$ cat src/rtl/cordic_ctrl_pkg.sv
// Shared types and constants for the CORDIC sequencing controller.
// Optional abort support in the top is enabled by CORDIC_SEQ_ABORT_EN.
package cordic_ctrl_pkg;

    // Default number of micro-rotations per operation.
    localparam int ITER_DEF = 8;

    // Operating mode encoding, latched on start.
    localparam logic MODE_ROT = 1'b0;
    localparam logic MODE_VEC = 1'b1;

    // Sequencer states.
    typedef enum logic [1:0] {
        IDLE    = 2'd0,
        LOAD    = 2'd1,
        ITERATE = 2'd2,
        DONE    = 2'd3
    } state_e;

endpackage

$ cat src/rtl/cordic_iter_cnt.sv
// Iteration index counter: sync clear, enable, terminal-count flag at ITER-1.
// Wraps to 0 after the terminal count, so the index never exceeds ITER-1.
module cordic_iter_cnt
    import cordic_ctrl_pkg::*;
#(
    parameter int ITER  = ITER_DEF,
    parameter int CNT_W = $clog2(ITER)
) (
    input  logic             clk_i,
    input  logic             rst_i,
    input  logic             clr_i,
    input  logic             en_i,
    output logic [CNT_W-1:0] cnt_o,
    output logic             tc_o
);

    logic [CNT_W-1:0] cnt_q;
    logic [CNT_W-1:0] cnt_d;

    assign tc_o  = (cnt_q == CNT_W'(ITER - 1));
    assign cnt_o = cnt_q;

    // Next count: clear has priority, terminal count rolls back to zero.
    always_comb begin
        cnt_d = cnt_q;
        if (clr_i) begin
            cnt_d = '0;
        end else if (en_i) begin
            cnt_d = tc_o ? '0 : cnt_q + CNT_W'(1);
        end
    end

    // Counter register with synchronous reset.
    always_ff @(posedge clk_i) begin
        if (rst_i) begin
            cnt_q <= '0;
        end else begin
            cnt_q <= cnt_d;
        end
    end

endmodule

$ cat src/rtl/cordic_seq_ctrl.sv
// CORDIC sequencing controller: loads initial operands, runs ITER feedback
// iterations supplying index and rotation direction, then pulses done.
// Define CORDIC_SEQ_ABORT_EN to add the abort_in port.
module cordic_seq_ctrl
    import cordic_ctrl_pkg::*;
#(
    parameter int ITER  = ITER_DEF,
    parameter int CNT_W = $clog2(ITER)
) (
    input  logic             clk_in,
    input  logic             rst_in,
    input  logic             start_in,
    input  logic             mode_in,
    input  logic             z_sign_in,
    input  logic             y_sign_in,
`ifdef CORDIC_SEQ_ABORT_EN
    input  logic             abort_in,
`endif
    output logic             sel_out,
    output logic             load_en_out,
    output logic [CNT_W-1:0] iter_out,
    output logic             dir_out,
    output logic             busy_out,
    output logic             done_out
);

    state_e           state_q;
    state_e           state_d;
    logic             mode_q;
    logic             mode_d;
    logic             cnt_clr;
    logic             cnt_en;
    logic [CNT_W-1:0] cnt;
    logic             cnt_tc;
    logic             abort_w;

`ifdef CORDIC_SEQ_ABORT_EN
    assign abort_w = abort_in;
`else
    assign abort_w = 1'b0;
`endif

    cordic_iter_cnt #(
        .ITER  (ITER),
        .CNT_W (CNT_W)
    ) u_iter_cnt (
        .clk_i (clk_in),
        .rst_i (rst_in),
        .clr_i (cnt_clr),
        .en_i  (cnt_en),
        .cnt_o (cnt),
        .tc_o  (cnt_tc)
    );

    // State and latched mode registers; reset dominates start.
    always_ff @(posedge clk_in) begin
        if (rst_in) begin
            state_q <= IDLE;
            mode_q  <= MODE_ROT;
        end else begin
            state_q <= state_d;
            mode_q  <= mode_d;
        end
    end

    // Next-state and Moore outputs decoded from the current state.
    always_comb begin
        state_d     = state_q;
        mode_d      = mode_q;
        cnt_clr     = 1'b0;
        cnt_en      = 1'b0;
        sel_out     = 1'b0;
        load_en_out = 1'b0;
        iter_out    = '0;
        dir_out     = 1'b0;
        busy_out    = 1'b0;
        done_out    = 1'b0;
        case (state_q)
            IDLE: begin
                if (start_in) begin
                    state_d = LOAD;
                    mode_d  = mode_in;
                end
            end
            LOAD: begin
                busy_out    = 1'b1;
                load_en_out = 1'b1;
                cnt_clr     = 1'b1;
                state_d     = ITERATE;
                // Aborting suppresses the write so the datapath is left untouched.
                if (abort_w) begin
                    load_en_out = 1'b0;
                    state_d     = IDLE;
                end
            end
            ITERATE: begin
                busy_out    = 1'b1;
                sel_out     = 1'b1;
                load_en_out = 1'b1;
                iter_out    = cnt;
                dir_out     = (mode_q == MODE_VEC) ? ~y_sign_in : z_sign_in;
                cnt_en      = 1'b1;
                if (cnt_tc) begin
                    state_d = DONE;
                end
                if (abort_w) begin
                    load_en_out = 1'b0;
                    cnt_clr     = 1'b1;
                    state_d     = IDLE;
                end
            end
            DONE: begin
                done_out = 1'b1;
                state_d  = IDLE;
            end
            default: begin
                state_d = IDLE;
            end
        endcase
    end

endmodule

$ cat config.mk
export PLATFORM = sky130hd
export DESIGN_NAME = cordic_seq_ctrl
export DESIGN_NICKNAME = d
export VERILOG_FILES = /design/src/rtl/cordic_ctrl_pkg.sv /design/src/rtl/cordic_iter_cnt.sv /design/src/rtl/cordic_seq_ctrl.sv
export SDC_FILE = /design/constraint.sdc
export NUM_CORES = 1
export LEC_CHECK = 0
export CAP_MARGIN = 15
export CORE_AREA = 2 2 39 41
export CTS_CLUSTER_DIAMETER = 200
export DETAILED_ROUTE_END_ITERATION = 8
export DIE_AREA = 0 0 41 43
export PLACE_DENSITY = 0.57
export SKIP_LAST_GASP = 1
export SLEW_MARGIN = 15
export SYNTH_ARGS = -nofsm -noshare
export SYNTH_HDL_FRONTEND = slang
export SYNTH_SLANG_ARGS = --single-unit
$ cat constraint.sdc
create_clock -name clk_in -period 3.75 [get_ports clk_in]
set_clock_uncertainty 0.15 [all_clocks]
set_input_delay 0.375 -clock clk_in [delete_from_list [all_inputs] [get_ports clk_in]]
set_output_delay 0.375 -clock clk_in [all_outputs]
set_load 0.005 [all_outputs]
==> impl_metrics.py <==
metrics = {
    "outcome": {
        "outcome": "finished, final reports clean",
    },
    "sta": {
        "slew_headroom_pct": 72.0,
        "min_period_ns": 2.31,
        "fin_setup_tns_ns": 0,
        "setup_viol": 0,
        "rsz0062_at_grt": "no",
        "finalHoldViolCount": 0,
        "fmax_ghz": 0.433,
        "timing.hold.ws_ns": 0.323,
        "slew_viol_final": 0,
        "tightest_slew_ns": 0.420,
        "period_share_pct": 61.6,
        "fin_ws_ns": 1.44,
    },
    "setup_path": {
        "worstReg2RegEnd": "state_q[1]",
        "cp-start-kind": "flop",
        "crit_type": "reg -> out",
        "critPathMaxFanout": 10,
        "end_kind": "output pin",
        "r2r_start": "state_q[0]",
        "cp.required_ns": 3.22,
        "ff2ff_setup_slack_ns": 2.25,
        "crit_arrival_ns": 1.78,
        "worst_r2r_path_depth": 5,
    },
    "synth": {
        "synth_nets": 52,
        "synth_warnings": 0,
        "yosys.area_share.simple_pct": 22.4,
        "synth_compound_area_share_pct": 11.4,
        "synth_top_area_share_pct": 31.2,
        "synth.area.mux_share_pct": 7.79,
        "synth_top_cell_by_area": "dfxtp_1",
        "synth_cells": 40,
        "synth-adder-area-share_pct": 19.5,
        "ys_ff_latch": 6,
        "synth.distinct_cells": 17,
        "yosys-top-cells-area": "dfxtp_1, ha_1, mux2i_1",
        "synth_area_sq_um": 385,
        "yosysSeqAreaShare_pct": 31.2,
        "syn_avg_cell_area_sq_um": 9.63,
        "synth_xor_area_share_pct": 0,
        "synth_top_family_by_area": "simple AND/OR/NAND/NOR gates",
    },
    "global_route": {
        "first_global_vias": 256,
        "track_usage_pct": 9.36,
        "grt_antenna_before_repair": 0,
        "grt_max_degree": 11,
        "overflow": 0,
        "grt_pass1_wl_mm": 1.07,
    },
    "clock_network": {
        "clock-sinks": 6,
        "h-tree-depth": 1,
        "post-cts-setup-buffers": 0,
        "clk_pin_slew_worst_paths_ns": 0.05,
        "cts_tree": "built",
        "cts_hold_buf": 0,
        "cts-root-buf": "clkbuf_4",
        "clk_latency_ns": 0.24,
        "cts_buffer_depth": 2,
        "numCtsBuffers": 3,
        "post_cts_resized": 0,
    },
    "floorplan": {
        "ios": 14,
        "rows": 14,
        "core_sq_um": 1380,
        "die_h_um": 43,
        "start_util_pct": 27.8,
        "die_area_sq_um": 1760,
        "die_x_um": 41,
    },
    "pwr": {
        "power_density_nw_per_um2": 612,
        "power_leakage_nw": 0.234,
        "power.total_uw": 330,
        "vdd_ir_drop_max_uv": 395,
    },
    "placement": {
        "numPortBuffers": 13,
        "dp_slack_ns": 1.69,
        "hpwl_um": 525,
        "place_congestion": 0.745,
    },
    "routing": {
        "first_pass_iters": 2,
        "drtIter0Drc": 2,
        "post_drt_via_cell_ratio": 4.51,
        "vias": 316,
        "drc_errors": 0,
        "routed_wl_um": 661,
        "drt-wirelength-per-cell_um": 9.44,
        "antenna_left": 0,
    },
    "final_layout": {
        "area_growth_pct": 39.9,
        "layout_commonest_cell": "clkdlybuf4s50_1",
        "final.fill_count": 137,
        "fin_nets": 68,
        "diodes": 0,
        "multi_input_area_sq_um": 235,
        "fin_util_pct": 39.0,
        "regArea_sq_um": 120,
        "drive_above_1_share_pct": 16.7,
        "final_cell_mix": "clkdlybuf4s50_1, ha_1, dfxtp_1",
    },
    "flow_run": {
        "drv_cap": 0,
    },
    "min_path": {
        "hold_start": "mode_q",
        "hold_end": "mode_q",
        "hp-class": "reg -> reg",
        "hold_depth": 2,
    },
}
-- flip-flops by register name (all words and copies together) (netlist names) --
name              count
u_iter_cnt.cnt_o      3
mode_q                1
state_q               2
-- Yosys cell counts, drive strengths merged --
cell	count
ha	6
buf	2
o211a	1
nand3	1
nor2	2
a41o	1
nand2	3
nor3	4
a211oi	1
mux2i	3
a21oi	2
inv	3
dfxtp	6
nand2b	2
and2	3
-- worst max path at each step --
stage	from	endpoint	slack [ns]	cells past startpoint
after global placement	state_q[0]	dir_out	1.71	4
after CTS	state_q[0]	iter_out[0]	1.42	4
after global routing	state_q[0]	iter_out[0]	1.35	4
after floorplan	state_q[0]	iter_out[2]	2.26	4
after detailed placement	state_q[0]	iter_out[0]	1.69	4
final	state_q[0]	iter_out[0]	1.44	4
-- critical path, stage by stage, from the launching register on --
cell and delay (ns):
dfxtp_1 0.33, inv_1 0.09, ha_1 0.41, and2_2 0.22, clkdlybuf4s50_1 0.49
-- final cells by class --
cell class | count | area share, %
well taps | 16 | 3.71
multi-input cells | 29 | 43.6
repair buffers | 13 | 24.1
clock buffers | 3 | 4.18
inverters | 3 | 2.09
flip-flops and latches | 6 | 22.3
-- layer usage --
metal | share of wire [%] | GRT usage (%) | up-vias | wire length [um]
met3 | 6.5 | 3.14 | 2 | 43
met5 | 0 | 0 | - | 0
met1 | 48 | 12.0 | 141 | 318
met2 | 44 | 11.9 | 9 | 290
met4 | 1.4 | 8.00 | 0 | 9
li1 | - | - | 164 | -
-- logic make-up (layout without fill, tap and decap cells) --
| logic type | after synthesis | after routing |
|---|---|---|
| simple gates | 15 | 15 |
| fa+ha+maj | 6 | 6 |
| compound gates | 5 | 5 |
| flops | 6 | 6 |
| mux | 3 | 3 |
| buf+inv | 5 | 19 |
-- through the flow --
| stage | instances | instance area [sq um] |
|---|---|---|
| 2_1_floorplan | 40 | 385 |
| 3_3_place_gp | 67 | 517 |
| 3_5_place_dp | 67 | 517 |
| 4_1_cts | 70 | 539 |
| 5_1_grt | 70 | 539 |
| 6_report | 70 | 539 |
-- power by group --
| part | internal [mW] | switching (mW) |
|---|---|---|
| Sequential | 0.0799 | 0.0137 |
| Combinational | 0.0983 | 0.0794 |
| Clock | 0.0362 | 0.0225 |
| Total | 0.214 | 0.116 |
(Power assumes the default switching activity.)
